$ cat config.mk
export PLATFORM = sky130hd
export DESIGN_NAME = log_compress_stream
export DESIGN_NICKNAME = d
export VERILOG_FILES = /design/src/rtl/log_compress_stream.sv
export SDC_FILE = /design/constraint.sdc
export NUM_CORES = 1
export LEC_CHECK = 0
export BUFFER_PORTS_ARGS = -buffer_cell sky130_fd_sc_hd__buf_4
export CORE_ASPECT_RATIO = 0.9
export CORE_MARGIN = 8
export CORE_UTILIZATION = 50
export CTS_BUF_LIST = sky130_fd_sc_hd__clkbuf_16
export CTS_CLUSTER_SIZE = 40
export DETAILED_ROUTE_END_ITERATION = 10
export GPL_TIMING_DRIVEN = 1
export PLACE_DENSITY_LB_ADDON = 0.05
export SLEW_MARGIN = 0
export SYNTH_ARGS = -nofsm -noshare
export SYNTH_HDL_FRONTEND = slang
export SYNTH_SLANG_ARGS = --single-unit
$ cat constraint.sdc
create_clock -name clk -period 5.2 [get_ports clk]
set_clock_uncertainty 0.05 [all_clocks]
set_input_delay 0 -clock clk [delete_from_list [all_inputs] [get_ports clk]]
set_output_delay 0 -clock clk [all_outputs]
set_load 0.005 [all_outputs]
$ cat src/rtl/log_compress_stream.sv
// Streaming fixed-point log2 of mel filterbank energies, tagged with the filter index in the frame.
// Define LOG_COMPRESS_LN_EN to add a fourth stage that rescales the result to natural log.
module log_compress_stream #(
  parameter int DATA_WIDTH  = 16,
  parameter int LOG_WIDTH   = 8,
  parameter int FRAC_BITS   = 3,
  parameter int NUM_FILTERS = 26,
  parameter int LUT_BITS    = 4
) (
  input  logic                           clk,
  input  logic                           rst_n,
  input  logic signed [DATA_WIDTH-1:0]   in_data,
  input  logic                           in_valid,
  input  logic                           in_last,
  output logic                           in_ready,
  output logic signed [LOG_WIDTH-1:0]    out_data,
  output logic                           out_valid,
  output logic                           out_last,
  output logic [$clog2(NUM_FILTERS)-1:0] out_index,
  input  logic                           out_ready,
  output logic                           frame_err,
  input  logic                           err_clr
);

  localparam int IDX_W       = $clog2(NUM_FILTERS);
  localparam int P_W         = $clog2(DATA_WIDTH);
  localparam int RES_W       = P_W + FRAC_BITS + 1;
  localparam int MAG_W       = LOG_WIDTH - 1;
  localparam int LOG_MAX_MAG = (2 ** MAG_W) - 1;
  localparam logic signed [LOG_WIDTH-1:0] LOG_MIN = {1'b1, {MAG_W{1'b0}}};

  // LUT[m] = round(log2(1 + m/2^LUT_BITS) * 2^FRAC_BITS), built at elaboration by repeated squaring.
  function automatic logic [FRAC_BITS:0] lut_val(input int m);
    logic [63:0] v;
    logic [31:0] frac;
    v    = 64'((2 ** LUT_BITS) + m) << (30 - LUT_BITS);
    frac = '0;
    for (int i = 0; i < 24; i++) begin
      v    = (v * v) >> 30;
      frac = {frac[30:0], 1'b0};
      if (v >= (64'd2 << 30)) begin
        frac[0] = 1'b1;
        v       = v >> 1;
      end
    end
    frac = (frac + (32'd1 << (23 - FRAC_BITS))) >> (24 - FRAC_BITS);
    return frac[FRAC_BITS:0];
  endfunction

  logic [FRAC_BITS:0] lut [2**LUT_BITS];
  for (genvar g = 0; g < 2**LUT_BITS; g++) begin : g_lut
    localparam logic [FRAC_BITS:0] LV = lut_val(g);
    assign lut[g] = LV;
  end

  // Handshake: a transfer happens on valid && ready at either port. The whole pipeline
  // advances together whenever the output register is empty or being drained.
  logic adv, accept;
  assign adv      = !out_valid || out_ready;
  assign in_ready = adv;
  assign accept   = in_valid && adv;

  logic [IDX_W-1:0] frame_cnt;
  logic             cnt_end, err_event;
  assign cnt_end   = (frame_cnt == IDX_W'(NUM_FILTERS - 1));
  assign err_event = accept && (in_last != cnt_end);

  always_ff @(posedge clk or negedge rst_n) begin
    if (!rst_n) begin
      frame_cnt <= '0;
      frame_err <= 1'b0;
    end else begin
      if (accept) frame_cnt <= (in_last || cnt_end) ? '0 : frame_cnt + IDX_W'(1);
      if (err_event)    frame_err <= 1'b1;
      else if (err_clr) frame_err <= 1'b0;
    end
  end

  logic                  s1_valid, s1_nonpos, s1_last;
  logic [DATA_WIDTH-2:0] s1_mag;
  logic [IDX_W-1:0]      s1_idx;
  logic                  s2_valid, s2_nonpos, s2_last;
  logic [P_W-1:0]        s2_p;
  logic [LUT_BITS-1:0]   s2_m;
  logic [IDX_W-1:0]      s2_idx;

  logic [P_W-1:0]      lod_p;
  logic [LUT_BITS-1:0] mant;
  logic [RES_W-1:0]    res;
  logic [MAG_W-1:0]    sat_mag;

  always_comb begin
    lod_p = '0;
    for (int i = 0; i < DATA_WIDTH - 1; i++) begin
      if (s1_mag[i]) lod_p = P_W'(i);
    end
  end

  // Appending LUT_BITS zeros makes short values zero-pad the mantissa after the shift.
  assign mant = LUT_BITS'({s1_mag, {LUT_BITS{1'b0}}} >> lod_p);

  assign res     = {1'b0, s2_p, {FRAC_BITS{1'b0}}} + RES_W'(lut[s2_m]);
  assign sat_mag = (32'(res) > 32'(LOG_MAX_MAG)) ? '1 : MAG_W'(res);

`ifdef LOG_COMPRESS_LN_EN
  localparam int LN2_Q16 = 45426;
  localparam int PROD_W  = LOG_WIDTH + 17;

  logic             s3_valid, s3_nonpos, s3_last;
  logic [MAG_W-1:0] s3_mag;
  logic [IDX_W-1:0] s3_idx;
  logic [MAG_W-1:0] ln_mag;

  assign ln_mag = MAG_W'((PROD_W'(s3_mag) * PROD_W'(LN2_Q16) + PROD_W'(32768)) >> 16);
`endif

  always_ff @(posedge clk or negedge rst_n) begin
    if (!rst_n) begin
      s1_valid  <= 1'b0;
      s1_nonpos <= 1'b0;
      s1_last   <= 1'b0;
      s1_mag    <= '0;
      s1_idx    <= '0;
      s2_valid  <= 1'b0;
      s2_nonpos <= 1'b0;
      s2_last   <= 1'b0;
      s2_p      <= '0;
      s2_m      <= '0;
      s2_idx    <= '0;
`ifdef LOG_COMPRESS_LN_EN
      s3_valid  <= 1'b0;
      s3_nonpos <= 1'b0;
      s3_last   <= 1'b0;
      s3_mag    <= '0;
      s3_idx    <= '0;
`endif
      out_valid <= 1'b0;
      out_data  <= '0;
      out_last  <= 1'b0;
      out_index <= '0;
    end else if (adv) begin
      s1_valid  <= in_valid;
      s1_nonpos <= in_data[DATA_WIDTH-1] || (in_data[DATA_WIDTH-2:0] == '0);
      s1_mag    <= in_data[DATA_WIDTH-2:0];
      s1_idx    <= frame_cnt;
      s1_last   <= cnt_end;

      s2_valid  <= s1_valid;
      s2_nonpos <= s1_nonpos;
      s2_p      <= lod_p;
      s2_m      <= mant;
      s2_idx    <= s1_idx;
      s2_last   <= s1_last;

`ifdef LOG_COMPRESS_LN_EN
      s3_valid  <= s2_valid;
      s3_nonpos <= s2_nonpos;
      s3_mag    <= sat_mag;
      s3_idx    <= s2_idx;
      s3_last   <= s2_last;

      out_valid <= s3_valid;
      out_data  <= s3_nonpos ? LOG_MIN : {1'b0, ln_mag};
      out_index <= s3_idx;
      out_last  <= s3_last;
`else
      out_valid <= s2_valid;
      out_data  <= s2_nonpos ? LOG_MIN : {1'b0, sat_mag};
      out_index <= s2_idx;
      out_last  <= s2_last;
`endif
    end
  end

endmodule

==> metrics.cfg <==
[yosys]
async_flop_share = 1.00
synthesis.instances = 356
synth_cell_types = 60
synthesis.area_mm2 = 0.00324
synth-main-ff-cell = dfrtp_1
synth-seq-cells = 60
yosysSeqAreaShare = 0.464
yosys_warnings = 0
synth_edf_count = 0
post_synth.cell_area_avg_um2 = 9.09
syn_nets = 385

[floorplanning]
die_y_um = 92.3
dieWidth_um = 101
fp.coreArea_mm2 = 0.00618
row_count = 27
io_pins = 39
dieArea_mm2 = 0.00930
start_util = 0.523

[flow_run]
maxCapViolCount = 0

[worst_setup_path]
crit_path_end_kind = flip-flop
critical_path.max_fanout = 56
crit_type = flip-flop to flip-flop
startpoint_type = flip-flop
cp_data_arrival_time_ns = 2.76
cp.required_ns = 5.34
rrSetupSlack_ns = 2.57
timing.rr.end = s2_m[1]
r2r-start = out_valid
worstRegToRegCells = 8

[layout]
antenna_cells = 0
final_util = 0.650
drive_above_1_share = 0.182
fin_nets = 437
seqCellArea_mm2 = 0.00150
fill_cells = 514
final_area_mm2 = 0.00402
syn_to_final_growth_pct = 24.2
multi_input_area_mm2 = 0.00160

[timing]
min_period_ns = 2.63
fmax_mhz = 381
worst_pin_slew_ns = 0.869
period_share = 0.505
grt_setup_unrepaired = no
relSlewSlack = 0.420
hold_violations = 0
slew_violations = 0
finalSetupTns_ns = 0
finalSetupViolCount = 0

[pwr]
p_sw_mw = 0.704
clkPwrFrac = 0.278
seq_power_share = 0.396
power_density_mw_per_mm2 = 495
fin_total_pwr_mw = 1.99
ir_drop_mv = 0.252
p_sw_frac = 0.354
p_int_mw = 1.29
pwr-share-comb = 0.327
p_leak_nw = 1.89

[route]
drc = 0
drt-wirelength-per-cell_um = 14.7
drtAntennaViolNets = 0
num_vias = 2739
drt-pass1-iter-count = 5
drt_iter0_markers = 182
wirelength_mm = 7.34
routed_via_density = 5.50

[worst_hold_path]
min_path_cells = 5
hp-start = in_last
whs_endpoint = frame_cnt[2]
hold_path.class = primary input to flip-flop

[global_routing]
grt_usage = 0.170
grtUsageMet3 = 0.0568
grt_pass1_wl_mm = 12.9
grt_max_degree = 61
use_met1 = 0.243
antenna_found_initial = 0
grt_busiest_layer = met1
grt.met2_usage = 0.236
gr-total-overflow = 0
grt_pass1_vias = 2719

[cts]
cts-root-buf = clkbuf_16
numCtsBuffers = 9
clock_path_buffers = 2
cts.sinks = 60
post_cts_buffers = 0
worstSkewPairLatency_ns = 0.32
cts_tree = yes
h-tree-depth = 3
clkTransAtPathRegs_ns = 0.05

[run_status]
status = completed

[placed_design]
globalplace.congestion = 0.885
hpwl_mm = 5.15
place_area_mm2 = 0.00354
portBuffers = 38

[Yosys cell counts (all sizes together), types with 2 or more instances]
cell type / n / area [µm²]
a211oi: 6 / 45.0
a21oi: 15 / 78.8
a221oi: 3 / 26.3
a311o: 2 / 20.0
a31oi: 4 / 25.0
and2b: 3 / 27.5
and3: 2 / 12.5
clkbuf: 18 / 101
dfrtp: 60 / 1500
ha: 7 / 87.6
inv: 9 / 33.8
mux2: 4 / 45.0
mux2i: 5 / 50.1
mux4: 2 / 45.0
nand2: 111 / 419
nand2b: 2 / 12.5
nand3: 7 / 35.0
nor2: 22 / 98.9
nor2b: 2 / 12.5
nor3: 5 / 25.0
nor3b: 4 / 35.0
nor4: 6 / 50.0
o211ai: 2 / 15.0
o21a: 2 / 15.0
o21ai: 20 / 104
o31a: 2 / 17.5
o31ai: 10 / 93.8
o41ai: 2 / 17.5
or4: 2 / 18.8
[metal layers]
metal,share of wire,wire length [µm]
met1,0.50,3660
met4,0.0075,55
met2,0.42,3080
met5,0,0
met3,0.073,538
[power by group through the flow]
stage	combinational, mW	sequential (mW)	clock [mW]
floorplan	0.502	0.720	0
global placement	0.635	0.788	0
detailed placement	0.638	0.792	0
CTS	0.655	0.784	0.565
global route	0.733	0.811	0.580
finish	0.650	0.787	0.552
[layout make-up]
| cell class | count | share of cell area |
|---|---|---|
| clock buffer | 9 | 0.0560 |
| clock inverter | 5 | 0.0137 |
| inverter | 9 | 0.00840 |
| multi-input combinational | 268 | 0.397 |
| sequential | 60 | 0.373 |
| tap | 87 | 0.0271 |
| timing repair buffer | 60 | 0.124 |
[worst max path at each step]
stage	to	depth (start not counted)	from	slack, ns
3_5_place_dp	s2_m[1]	8	out_valid	2.59
3_3_place_gp	s2_m[1]	8	out_valid	2.65
6_report	s2_m[1]	8	out_valid	2.57
5_1_grt	s2_m[1]	8	out_valid	2.34
4_1_cts	s2_m[1]	8	out_valid	2.57
2_1_floorplan	s2_m[3]	6	s1_mag[4]	3.05
[state kept, by name, indices dropped and copies added, names as in the netlist, 4 cells and up]
signal	count
out_index	5
frame_cnt	5
s1_mag	15
s2_p	4
out_data	8
s1_idx	5
s2_idx	5
s2_m	4
[cell usage in the layout (no fill, tap or decap), types with 2 or more instances in the layout]
cell,netlist,final
a21oi_1,14,14
and3_1,2,2
nor4_1,4,4
o21ai_0,19,19
o211ai_1,2,2
nor3b_1,3,3
ha_1,7,7
o21a_1,2,2
o31a_1,2,2
nand2b_1,2,2
nand3_1,7,7
dlygate4sd3_1,0,20
nor3_1,5,5
a311o_1,2,2
and2b_2,2,2
mux2_2,3,3
dfrtp_1,60,60
clkbuf_16,0,9
mux2i_1,5,5
nor2_1,21,21
nor4_2,2,2
nand2_1,110,110
mux4_2,2,2
inv_1,8,8
a211oi_1,6,6
o41ai_1,2,2
o31ai_1,8,8
a31oi_1,4,4
buf_4,0,40
a221oi_1,3,3
[per-stage QoR]
step / hold slack (ns) / setup WS, ns / std cells
2_1_floorplan: -0.346 / 3.05 / 356
3_3_place_gp: 0.0647 / 2.65 / 464
3_5_place_dp: 0.0600 / 2.59 / 464
4_1_cts: 0.185 / 2.57 / 498
5_1_grt: 0.233 / 2.34 / 498
6_report: 0.189 / 2.57 / 498
[timing repair]
| item | CTS | global route |
|---|---|---|
| setup endpoints to repair | 0 | 0 |
| resized for setup | 0 | 0 |
| hold endpoints to repair | 80 | 0 |
| hold buffers | 20 | 0 |
[cells by family (layout without fill, tap and decap cells)]
group | Yosys count | after routing | synth area share
AO/OA/AOI/OAI | 79 | 79 | 0.178
XOR/XNOR | 1 | 1 | 0.00271
adder cells (fa/ha/maj) | 7 | 7 | 0.0271
buffers and inverters | 28 | 83 | 0.0452
flip-flops | 60 | 60 | 0.464
multiplexers | 11 | 11 | 0.0433
AND/OR/NAND/NOR | 170 | 170 | 0.240
[worst max-delay path, stage by stage (launching register included)]
cell	delay (ns)
dfrtp_1	0.37
nor2b_4	0.12
buf_4	0.28
inv_1	0.71
buf_4	0.39
nand2_1	0.14
a31oi_1	0.19
o31a_1	0.15
a211oi_1	0.06
No activity file was read; power rests on OpenSTA's default activity.
